File: src/rtl/pcie_sym_pkg.sv
// Purpose: symbol codes and receive-framer state encoding shared by the RX framer and demux bench.
// Latency: n/a (types, constants and a pure helper function only).
// Backpressure: n/a.
package pcie_sym_pkg;

    localparam logic [7:0] SYM_COM = 8'hBC;
    localparam logic [7:0] SYM_SKP = 8'h1C;
    localparam logic [7:0] SYM_STP = 8'hFB;
    localparam logic [7:0] SYM_SDP = 8'h5C;
    localparam logic [7:0] SYM_END = 8'hFD;
    localparam logic [7:0] SYM_IDL = 8'h7C;

    typedef enum logic [2:0] {
        UNALIGNED,
        ALIGNED,
        ORD_SET,
        TLP,
        DLLP
    } rx_state_t;

    // True for any of the six control symbols; everything else is payload data.
    function automatic logic is_ctrl(input logic [7:0] sym);
        return (sym == SYM_COM) || (sym == SYM_SKP) || (sym == SYM_STP) ||
               (sym == SYM_SDP) || (sym == SYM_END) || (sym == SYM_IDL);
    endfunction

endpackage

File: src/rtl/sat_cnt8.sv
// Purpose: 8-bit event counter that sticks at FF instead of wrapping.
// Latency: count reflects an increment one clk after inc is sampled.
// Backpressure: none; inc is honoured every cycle it is high.
module sat_cnt8 (
    input  logic       clk,
    input  logic       reset_L,
    input  logic       inc,
    output logic [7:0] cnt
);

    // Count up on inc, hold once the ceiling is reached.
    always_ff @(posedge clk or negedge reset_L) begin
        if (!reset_L) begin
            cnt <= 8'h00;
        end else if (inc && (cnt != 8'hFF)) begin
            cnt <= cnt + 8'd1;
        end
    end

endmodule

File: src/rtl/rx_frame_ctrl.sv
// Purpose: lane alignment plus TLP/DLLP framing of a demuxed symbol stream, with SKP and error counters.
// Latency: every output is registered, one clk after the symbol is sampled.
// Backpressure: none; valid_in=0 cycles freeze all state and zero the strobe outputs.
module rx_frame_ctrl
    import pcie_sym_pkg::*;
#(
    parameter int MAX_TLP  = 16,
    parameter int DLLP_LEN = 2
) (
    input  logic       clk,
    input  logic       reset_L,
    input  logic       valid_in,
    input  logic [7:0] data_in,
    output logic       link_up,
    output logic       tlp_valid,
    output logic       dllp_valid,
    output logic [7:0] data_out,
    output logic       sop,
    output logic       eop,
    output logic       frame_err,
    output logic [7:0] skp_cnt,
    output logic [7:0] err_cnt
);

    // Payload counter must hold the larger of the two length limits.
    localparam int MAX_LEN = (MAX_TLP > DLLP_LEN) ? MAX_TLP : DLLP_LEN;
    localparam int PCNT_W  = $clog2(MAX_LEN + 2);
    localparam logic [PCNT_W-1:0] MAX_TLP_C  = PCNT_W'(MAX_TLP);
    localparam logic [PCNT_W-1:0] DLLP_LEN_C = PCNT_W'(DLLP_LEN);

    rx_state_t         state, state_nxt;
    logic [1:0]        com_cnt, com_cnt_nxt;
    logic [PCNT_W-1:0] pay_cnt, pay_cnt_nxt;
    logic [PCNT_W-1:0] pay_lim;
    logic              end_ok;
    logic              link_up_nxt, tlp_valid_nxt, dllp_valid_nxt;
    logic              sop_nxt, eop_nxt, err_nxt, skp_inc;
    logic [7:0]        data_out_nxt;

    // A TLP may carry 1..MAX_TLP bytes; a DLLP must carry exactly DLLP_LEN.
    assign pay_lim = (state == TLP) ? MAX_TLP_C : DLLP_LEN_C;
    assign end_ok  = (state == TLP) ? (pay_cnt != '0) : (pay_cnt == DLLP_LEN_C);

    // State register and registered outputs.
    always_ff @(posedge clk or negedge reset_L) begin
        if (!reset_L) begin
            state      <= UNALIGNED;
            com_cnt    <= 2'd0;
            pay_cnt    <= '0;
            link_up    <= 1'b0;
            tlp_valid  <= 1'b0;
            dllp_valid <= 1'b0;
            sop        <= 1'b0;
            eop        <= 1'b0;
            frame_err  <= 1'b0;
            data_out   <= 8'h00;
        end else begin
            state      <= state_nxt;
            com_cnt    <= com_cnt_nxt;
            pay_cnt    <= pay_cnt_nxt;
            link_up    <= link_up_nxt;
            tlp_valid  <= tlp_valid_nxt;
            dllp_valid <= dllp_valid_nxt;
            sop        <= sop_nxt;
            eop        <= eop_nxt;
            frame_err  <= err_nxt;
            data_out   <= data_out_nxt;
        end
    end

    // Next-state and next-output decode; an idle input cycle holds everything.
    always_comb begin
        state_nxt      = state;
        com_cnt_nxt    = com_cnt;
        pay_cnt_nxt    = pay_cnt;
        link_up_nxt    = link_up;
        data_out_nxt   = data_out;
        tlp_valid_nxt  = 1'b0;
        dllp_valid_nxt = 1'b0;
        sop_nxt        = 1'b0;
        eop_nxt        = 1'b0;
        err_nxt        = 1'b0;
        skp_inc        = 1'b0;
        if (valid_in) begin
            unique case (state)
                UNALIGNED: begin
                    if (data_in == SYM_COM) begin
                        if (com_cnt == 2'd3) begin
                            com_cnt_nxt = 2'd0;
                            link_up_nxt = 1'b1;
                            state_nxt   = ORD_SET;
                        end else begin
                            com_cnt_nxt = com_cnt + 2'd1;
                        end
                    end else begin
                        com_cnt_nxt = 2'd0;
                    end
                end
                ALIGNED: begin
                    unique case (data_in)
                        SYM_STP: begin state_nxt = TLP;  pay_cnt_nxt = '0; end
                        SYM_SDP: begin state_nxt = DLLP; pay_cnt_nxt = '0; end
                        SYM_COM: state_nxt = ORD_SET;
                        SYM_SKP, SYM_IDL: state_nxt = ALIGNED;
                        default: err_nxt = 1'b1;
                    endcase
                end
                ORD_SET: begin
                    unique case (data_in)
                        SYM_COM: state_nxt = ORD_SET;
                        SYM_SKP: skp_inc   = 1'b1;
                        SYM_STP: begin state_nxt = TLP;  pay_cnt_nxt = '0; end
                        SYM_SDP: begin state_nxt = DLLP; pay_cnt_nxt = '0; end
                        SYM_IDL: state_nxt = ALIGNED;
                        default: begin err_nxt = 1'b1; state_nxt = ALIGNED; end
                    endcase
                end
                TLP, DLLP: begin
                    if (!is_ctrl(data_in)) begin
                        // A byte past the length limit kills the frame and is not delivered.
                        if (pay_cnt >= pay_lim) begin
                            err_nxt   = 1'b1;
                            state_nxt = ALIGNED;
                        end else begin
                            data_out_nxt   = data_in;
                            tlp_valid_nxt  = (state == TLP);
                            dllp_valid_nxt = (state == DLLP);
                            sop_nxt        = (pay_cnt == '0);
                            pay_cnt_nxt    = pay_cnt + PCNT_W'(1);
                        end
                    end else if ((data_in == SYM_END) && end_ok) begin
                        eop_nxt   = 1'b1;
                        state_nxt = ALIGNED;
                    end else begin
                        // Offending STP/SDP is consumed here, never re-parsed as a new frame.
                        err_nxt   = 1'b1;
                        state_nxt = ALIGNED;
                    end
                end
                default: state_nxt = UNALIGNED;
            endcase
        end
    end

    sat_cnt8 u_skp_cnt (
        .clk     (clk),
        .reset_L (reset_L),
        .inc     (skp_inc),
        .cnt     (skp_cnt)
    );

    sat_cnt8 u_err_cnt (
        .clk     (clk),
        .reset_L (reset_L),
        .inc     (err_nxt),
        .cnt     (err_cnt)
    );

endmodule

File: config.mk
export PLATFORM = sky130hd
export DESIGN_NAME = rx_frame_ctrl
export DESIGN_NICKNAME = d
export VERILOG_FILES = /design/src/rtl/pcie_sym_pkg.sv /design/src/rtl/sat_cnt8.sv /design/src/rtl/rx_frame_ctrl.sv
export SDC_FILE = /design/constraint.sdc
export NUM_CORES = 1
export LEC_CHECK = 0
export ABC_AREA = 1
export CORE_AREA = 3 3 82 84
export DETAILED_ROUTE_END_ITERATION = 8
export DIE_AREA = 0 0 85 87
export MAX_ROUTING_LAYER = met4
export PLACE_DENSITY = 0.71
export SLEW_MARGIN = 20
export SYNTH_ARGS = -nofsm -noshare
export SYNTH_HDL_FRONTEND = slang
export SYNTH_SLANG_ARGS = --single-unit
File: constraint.sdc
create_clock -name clk -period 5.1 [get_ports clk]
set_input_delay 1.02 -clock clk [delete_from_list [all_inputs] [get_ports clk]]
set_output_delay 1.02 -clock clk [all_outputs]
set_load 0.02 [all_outputs]
# Word level (Yosys, flattened, before mapping)
# Cells that the tools add are included.
# word_totals
out_inout_bits,30
inputBits,11
elab_cells,103
register_bits,40
# classes
n_eq_ne,22
bitwise_logic,2
n_reduce_logical,22
n_lt_le_gt_ge,1
muxes,40
n_addsub,4
# op_table
op,count
3-bit case mux with 4 select lines,3
1-bit two-way mux,25
8-bit equality test (second input constant),3
5-bit two-way mux,4
8-bit by 1-bit adder with 8-bit output (second input constant),2
8-bit by 7-bit equality test with 1-bit output (second input constant),2
8-bit inequality test (second input constant),2
3-bit two-way mux,4
2-bit inequality test (second input constant),5
5-bit case mux with 2 select lines,1
8-bit by 5-bit equality test with 1-bit output (second input constant),1
4-bit AND reduction,2
2-bit OR reduction,4
3-bit by 2-bit equality test with 1-bit output (second input constant),2
6-bit AND reduction,1
5-bit by 1-bit adder with 5-bit output (second input constant),1
5-bit by 2-bit equality test with 1-bit output (second input constant),1
5-bit >= comparator,1
5-bit logical NOT,1
1-bit logical OR,5
5-bit inequality test (second input constant),1
5-bit AND reduction,1
5-bit nonzero test,1
5-bit OR reduction,1
other kinds (13),17

# Depth between registers and ports, before layout
# logic_depth
depth_word,10
depth_mapped,15
depth_no_buf,14

# Cells and area by module
# A second synthesis with hierarchy kept.
# unflattened
hier_cells,314
area_unflattened_um2,2474.9
# by_module_without_submodules
module,n_inst,seq_area_each_um2,area_each_um2,cells_per_inst
rx_frame_ctrl,1,600.6,1547.7,190
sat_cnt8 (u_err_cnt),1,200.2,467.9,64
sat_cnt8 (u_skp_cnt),1,200.2,459.2,60

# Worst setup path before layout
# No wires, ideal clock.
# synth_path
path_kind,input port to flip-flop
startpoint,input valid_in
endpoint,register u_skp_cnt.cnt[1]
setup_ns,0.128
required_time_ns,4.972
stages,5
n_path_buf,1
slack_ns,2.902
t_arrival_ns,2.070
cell_sequence,clkbuf_1 -> inv_1 -> nor2_2 -> nand2_2 -> mux2_1
# synth_via
elab_chain_len,2
# synth_rtl
item,line,source
from (decl),rx_frame_ctrl.sv:12,"input logic valid_in,"
1-bit two-way mux,rx_frame_ctrl.sv:84,if (valid_in) begin
1-bit logical AND,sat_cnt8.sv:15,end else if (inc && (cnt != 8'hFF)) begin
to (signal assigned),sat_cnt8.sv:16,cnt <= cnt + 8'd1;
to (decl),sat_cnt8.sv:8,output logic [7:0] cnt
# No other way between the ends.
# A chain may end at the register's enable or synchronous reset.

# Worst setup path in the final report
# layout_path
startpoint,input valid_in
endpoint,register u_skp_cnt.cnt[5]
# The elaborated chain is that of the path after synthesis.

==> metrics.md <==
| Metric | Value |
|---|---|
| Final Hold Viols | 0 |
| All-Layer GR Usage | 14.0% |
| Crit. End Element | flop |
| Setup bufs post-CTS | 0 |
| RePlAce Congestion | 0.829 |
| Worst path bufs/invs | 2 |
| Post-route ant nets | 0 |
| Worst vdd ir | 0.000265 V |
| Power Dens Cells | 437 mW/mm^2 |
| Slew Limit Fails | 0 |
| Critical setup path kind | input pin to flop |
| Number of setup violations in the final report | 0 |
| Placed instance area | 0.00276 sq mm |
| Nets | 336 |
| Syn-to-layout area delta | 23.7% |
| RSZ-0062 raised after global routing | no |
| Post-Route WL | 4.80 mm |
| CTS tree | done |
| Wire per inst | 12.2 microns |
| Via count | 1925 |
| Skew final | 11.4 ps |
| Vias per cell | 4.91 |
| CP endpoint | u_skp_cnt.cnt[5] |
| RR Endpoint | pay_cnt[0] |
| Cell Area, Synth | 0.00229 sq mm |
| Synth warn | 0 |
| Die X | 85 microns |
| Initial antenna violation count | 0 |
| Status | complete, no violations |
| Worst-skew pair later-pin latency | 290 ps |
| Post-Synth XOR/XNOR Area | 5.73% |
| Slowest stage delay, CP | 930 ps |
| Synth Area in Adders | 4.36% |
| Share of layout cells above drive strength 1 | 11.4% |
| Startpoint Class | input pin |
| Seq/Total Area, Yosys | 43.6% |
| Critical Path Source | valid_in |
| Worst path arrival time | 2970 ps |
| Die footprint | 0.00740 sq mm |
| Final Critical Period | 2780 ps |
| Drt first pass iters | 4 |
| Top delay family on crit path | buffers and inverters |
| # hold bufs at CTS | 0 |
| DR DRC count | 0 |
| Slew margin rel. | 42.7% |
| Worst R2R Setup Slack | 2850 ps |
| Setup tns final | 0 ps |
| FP Rows | 28 |
| First-pass GRT wire length | 8.21 mm |
| Post-cts gate resize count | 0 |
| Worst-Margin Slew | 860 ps |
| Largest net degree at the start of global routing | 41 |
| Final instance area | 0.00284 sq mm |
| Number of max-cap violations | 0 |
| CTS Sinks | 40 |
| Starting Density | 38.3% |
| Crit path max fanout | 18 |
| Leak pwr | 0.00142 uW |
| Post-synthesis sequential element count | 40 |
| Period utilisation layout | 54.5% |
| Netlist cell types | 34 |
| Total CTS buffers | 5 |
| Dpl hpwl | 3.69 mm |
| Hold Startpoint | data_out[3] |
| Height of the chip | 87 microns |
| Worst path cell trace | clkdlybuf4s50_1 -> inv_1 -> nor2_2 -> nand2_2 -> nor3_4 -> nand2_1 -> nand2_1 -> nand2_1 |
| CP Depth | 8 |
| Port bufs | 40 |
| Syn_nets | 293 |
| Simple-Gate Fraction of Synth Area | 35.9% |
| Highest clock rate | 0.360 GHz |
| Cell count after synthesis | 274 |
| R2R depth | 13 |
| Clock Root Buffer | clkbuf_8 |
| Core area | 0.00599 sq mm |
| Post-synthesis average cell area | 8.37 sq um |
| Ports | 41 |
| GRT overflow | 0 |
| Worst r2r src | state[2] |
| Mux share of post-synthesis cell area | 0.982% |
| Clk pin slew, worst setup/hold paths | 80 ps |
| Synth Area in Compound Gates | 3.98% |
| H-tree Lvls | 2 |
| DR iter-0 viols | 92 |
| Most frequent CP cell | nand2_1 |
| Clock buffer depth | 2 |
| N_diodes | 0 |
| Vias in the first global route | 1760 |
| Worst EP required | 5290 ps |
| CP max stage cell | clkdlybuf4s50_1 |
| Worst hold path class | flop to flop |
| Combinational family with the most area after synthesis | simple AND/OR/NAND/NOR gates |
## sequential cells by signal, indices dropped and copies added (netlist names)
register / flops
frame_err: 1
data_out: 8
dllp_valid: 1
link_up: 1
pay_cnt: 5
com_cnt: 2
eop: 1
tlp_valid: 1
state: 3
u_err_cnt.cnt: 8
sop: 1
u_skp_cnt.cnt: 8
## where the power goes
part           switching, uW  internal, uW
Clock                    109          92.6
Combinational            349           234
Sequential              64.7           391
## cells in the final DEF (no fill, tap or decap), drive strengths merged, types with 2 or more instances in the layout
cell           synthesis  routed
o21ai                 11      11
inv                   26      26
xor2                  12      12
nor4                   2       2
clkdlybuf4s50          0      39
dfrtp                 40      40
clkbuf                 2       5
nand2                 77      77
xnor2                  3       3
ha                     8       8
nand4                 12      12
nand3                 32      32
nand3b                 2       2
mux2                   2       2
nor2                  29      29
o21bai                 2       2
nor3                   8       8
## cells by family (layout without fill, tap and decap cells)
| family | after synthesis | after routing |
|---|---|---|
| AOI/OAI and AO/OA | 16 | 16 |
| xor gates and xnor gates | 15 | 15 |
| adders and majority gates | 8 | 8 |
| buffers and inverters | 30 | 73 |
| DFF | 40 | 40 |
| muxes | 2 | 2 |
| and+or+nand+nor | 163 | 163 |
## final cells by class
| cell class | count | area (sq um) |
|---|---|---|
| fillers | 564 | 3150 |
| multi-input cells | 204 | 1170 |
| flip-flops and latches | 40 | 1000 |
| repair buffers | 40 | 395 |
| inverters | 26 | 97.6 |
| well taps | 75 | 93.8 |
| clock buffers | 5 | 68.8 |
| clock inverters | 2 | 12.5 |
## synthesized netlist by cell type
library cell | number | share of area [%]
a21oi_1 | 1 | 0.22
a31o_2 | 1 | 0.38
buf_4 | 1 | 0.33
buf_6 | 1 | 0.49
clkbuf_1 | 2 | 0.33
dfrtp_1 | 40 | 44
ha_1 | 8 | 4.4
inv_1 | 20 | 3.3
inv_2 | 6 | 0.98
mux2_1 | 2 | 0.98
nand2_1 | 69 | 11
nand2_2 | 6 | 1.6
nand2_4 | 2 | 0.98
nand3_1 | 30 | 6.5
nand3_2 | 1 | 0.44
nand3_4 | 1 | 0.76
nand3b_1 | 2 | 0.65
nand4_1 | 11 | 3.0
nand4_2 | 1 | 0.55
nor2_1 | 24 | 3.9
nor2_2 | 2 | 0.55
nor2_4 | 2 | 0.98
nor2_8 | 1 | 0.87
nor3_1 | 4 | 0.87
nor3_2 | 3 | 1.3
nor3_4 | 1 | 0.71
nor4_1 | 2 | 0.55
o21ai_0 | 5 | 1.1
o21ai_1 | 6 | 1.3
o21bai_1 | 2 | 0.65
o31ai_1 | 1 | 0.33
or2_2 | 1 | 0.27
xnor2_1 | 3 | 1.1
xor2_1 | 12 | 4.6
## per-layer routing
layer / global-route usage [%] / vias to the layer above / wire (microns)
met5: - / - / 0
li1: - / 984 / -
met1: 18.6 / 905 / 2270
met4: 5.61 / 0 / 71
met2: 21.3 / 31 / 2290
met3: 2.55 / 5 / 160
## worst reg2reg max path: cells and delay by family, from the launching register on
| family | cells | cell delay [ps] |
|---|---|---|
| AOI/OAI and AO/OA | 1 | 80 |
| adders and majority gates | 1 | 320 |
| buffers and inverters | 2 | 140 |
| DFF | 1 | 450 |
| and+or+nand+nor | 9 | 1150 |
## through the flow
step | std cells | util, % | hold slack (ps) | setup WS (ps) | power [uW]
6_report | 392 | 47.4 | 485 | 2320 | 1240
5_1_grt | 392 | 47.4 | 513 | 2160 | 1350
4_1_cts | 392 | 47.4 | 487 | 2340 | 1260
3_5_place_dp | 385 | 46.0 | 463 | 2030 | 1050
3_3_place_gp | 385 | 46.0 | 466 | 2110 | 1040
2_1_floorplan | 274 | - | 451 | 2900 | 850
## worst min-delay path by stage
| stage | to | cells past startpoint |
|---|---|---|
| 2_1_floorplan | com_cnt[0] | 1 |
| 3_3_place_gp | data_out[2] | 2 |
| 3_5_place_dp | data_out[3] | 2 |
| 4_1_cts | data_out[3] | 2 |
| 5_1_grt | link_up | 1 |
| 6_report | data_out[3] | 2 |
Note: power is estimated with default switching activity, not from simulation.
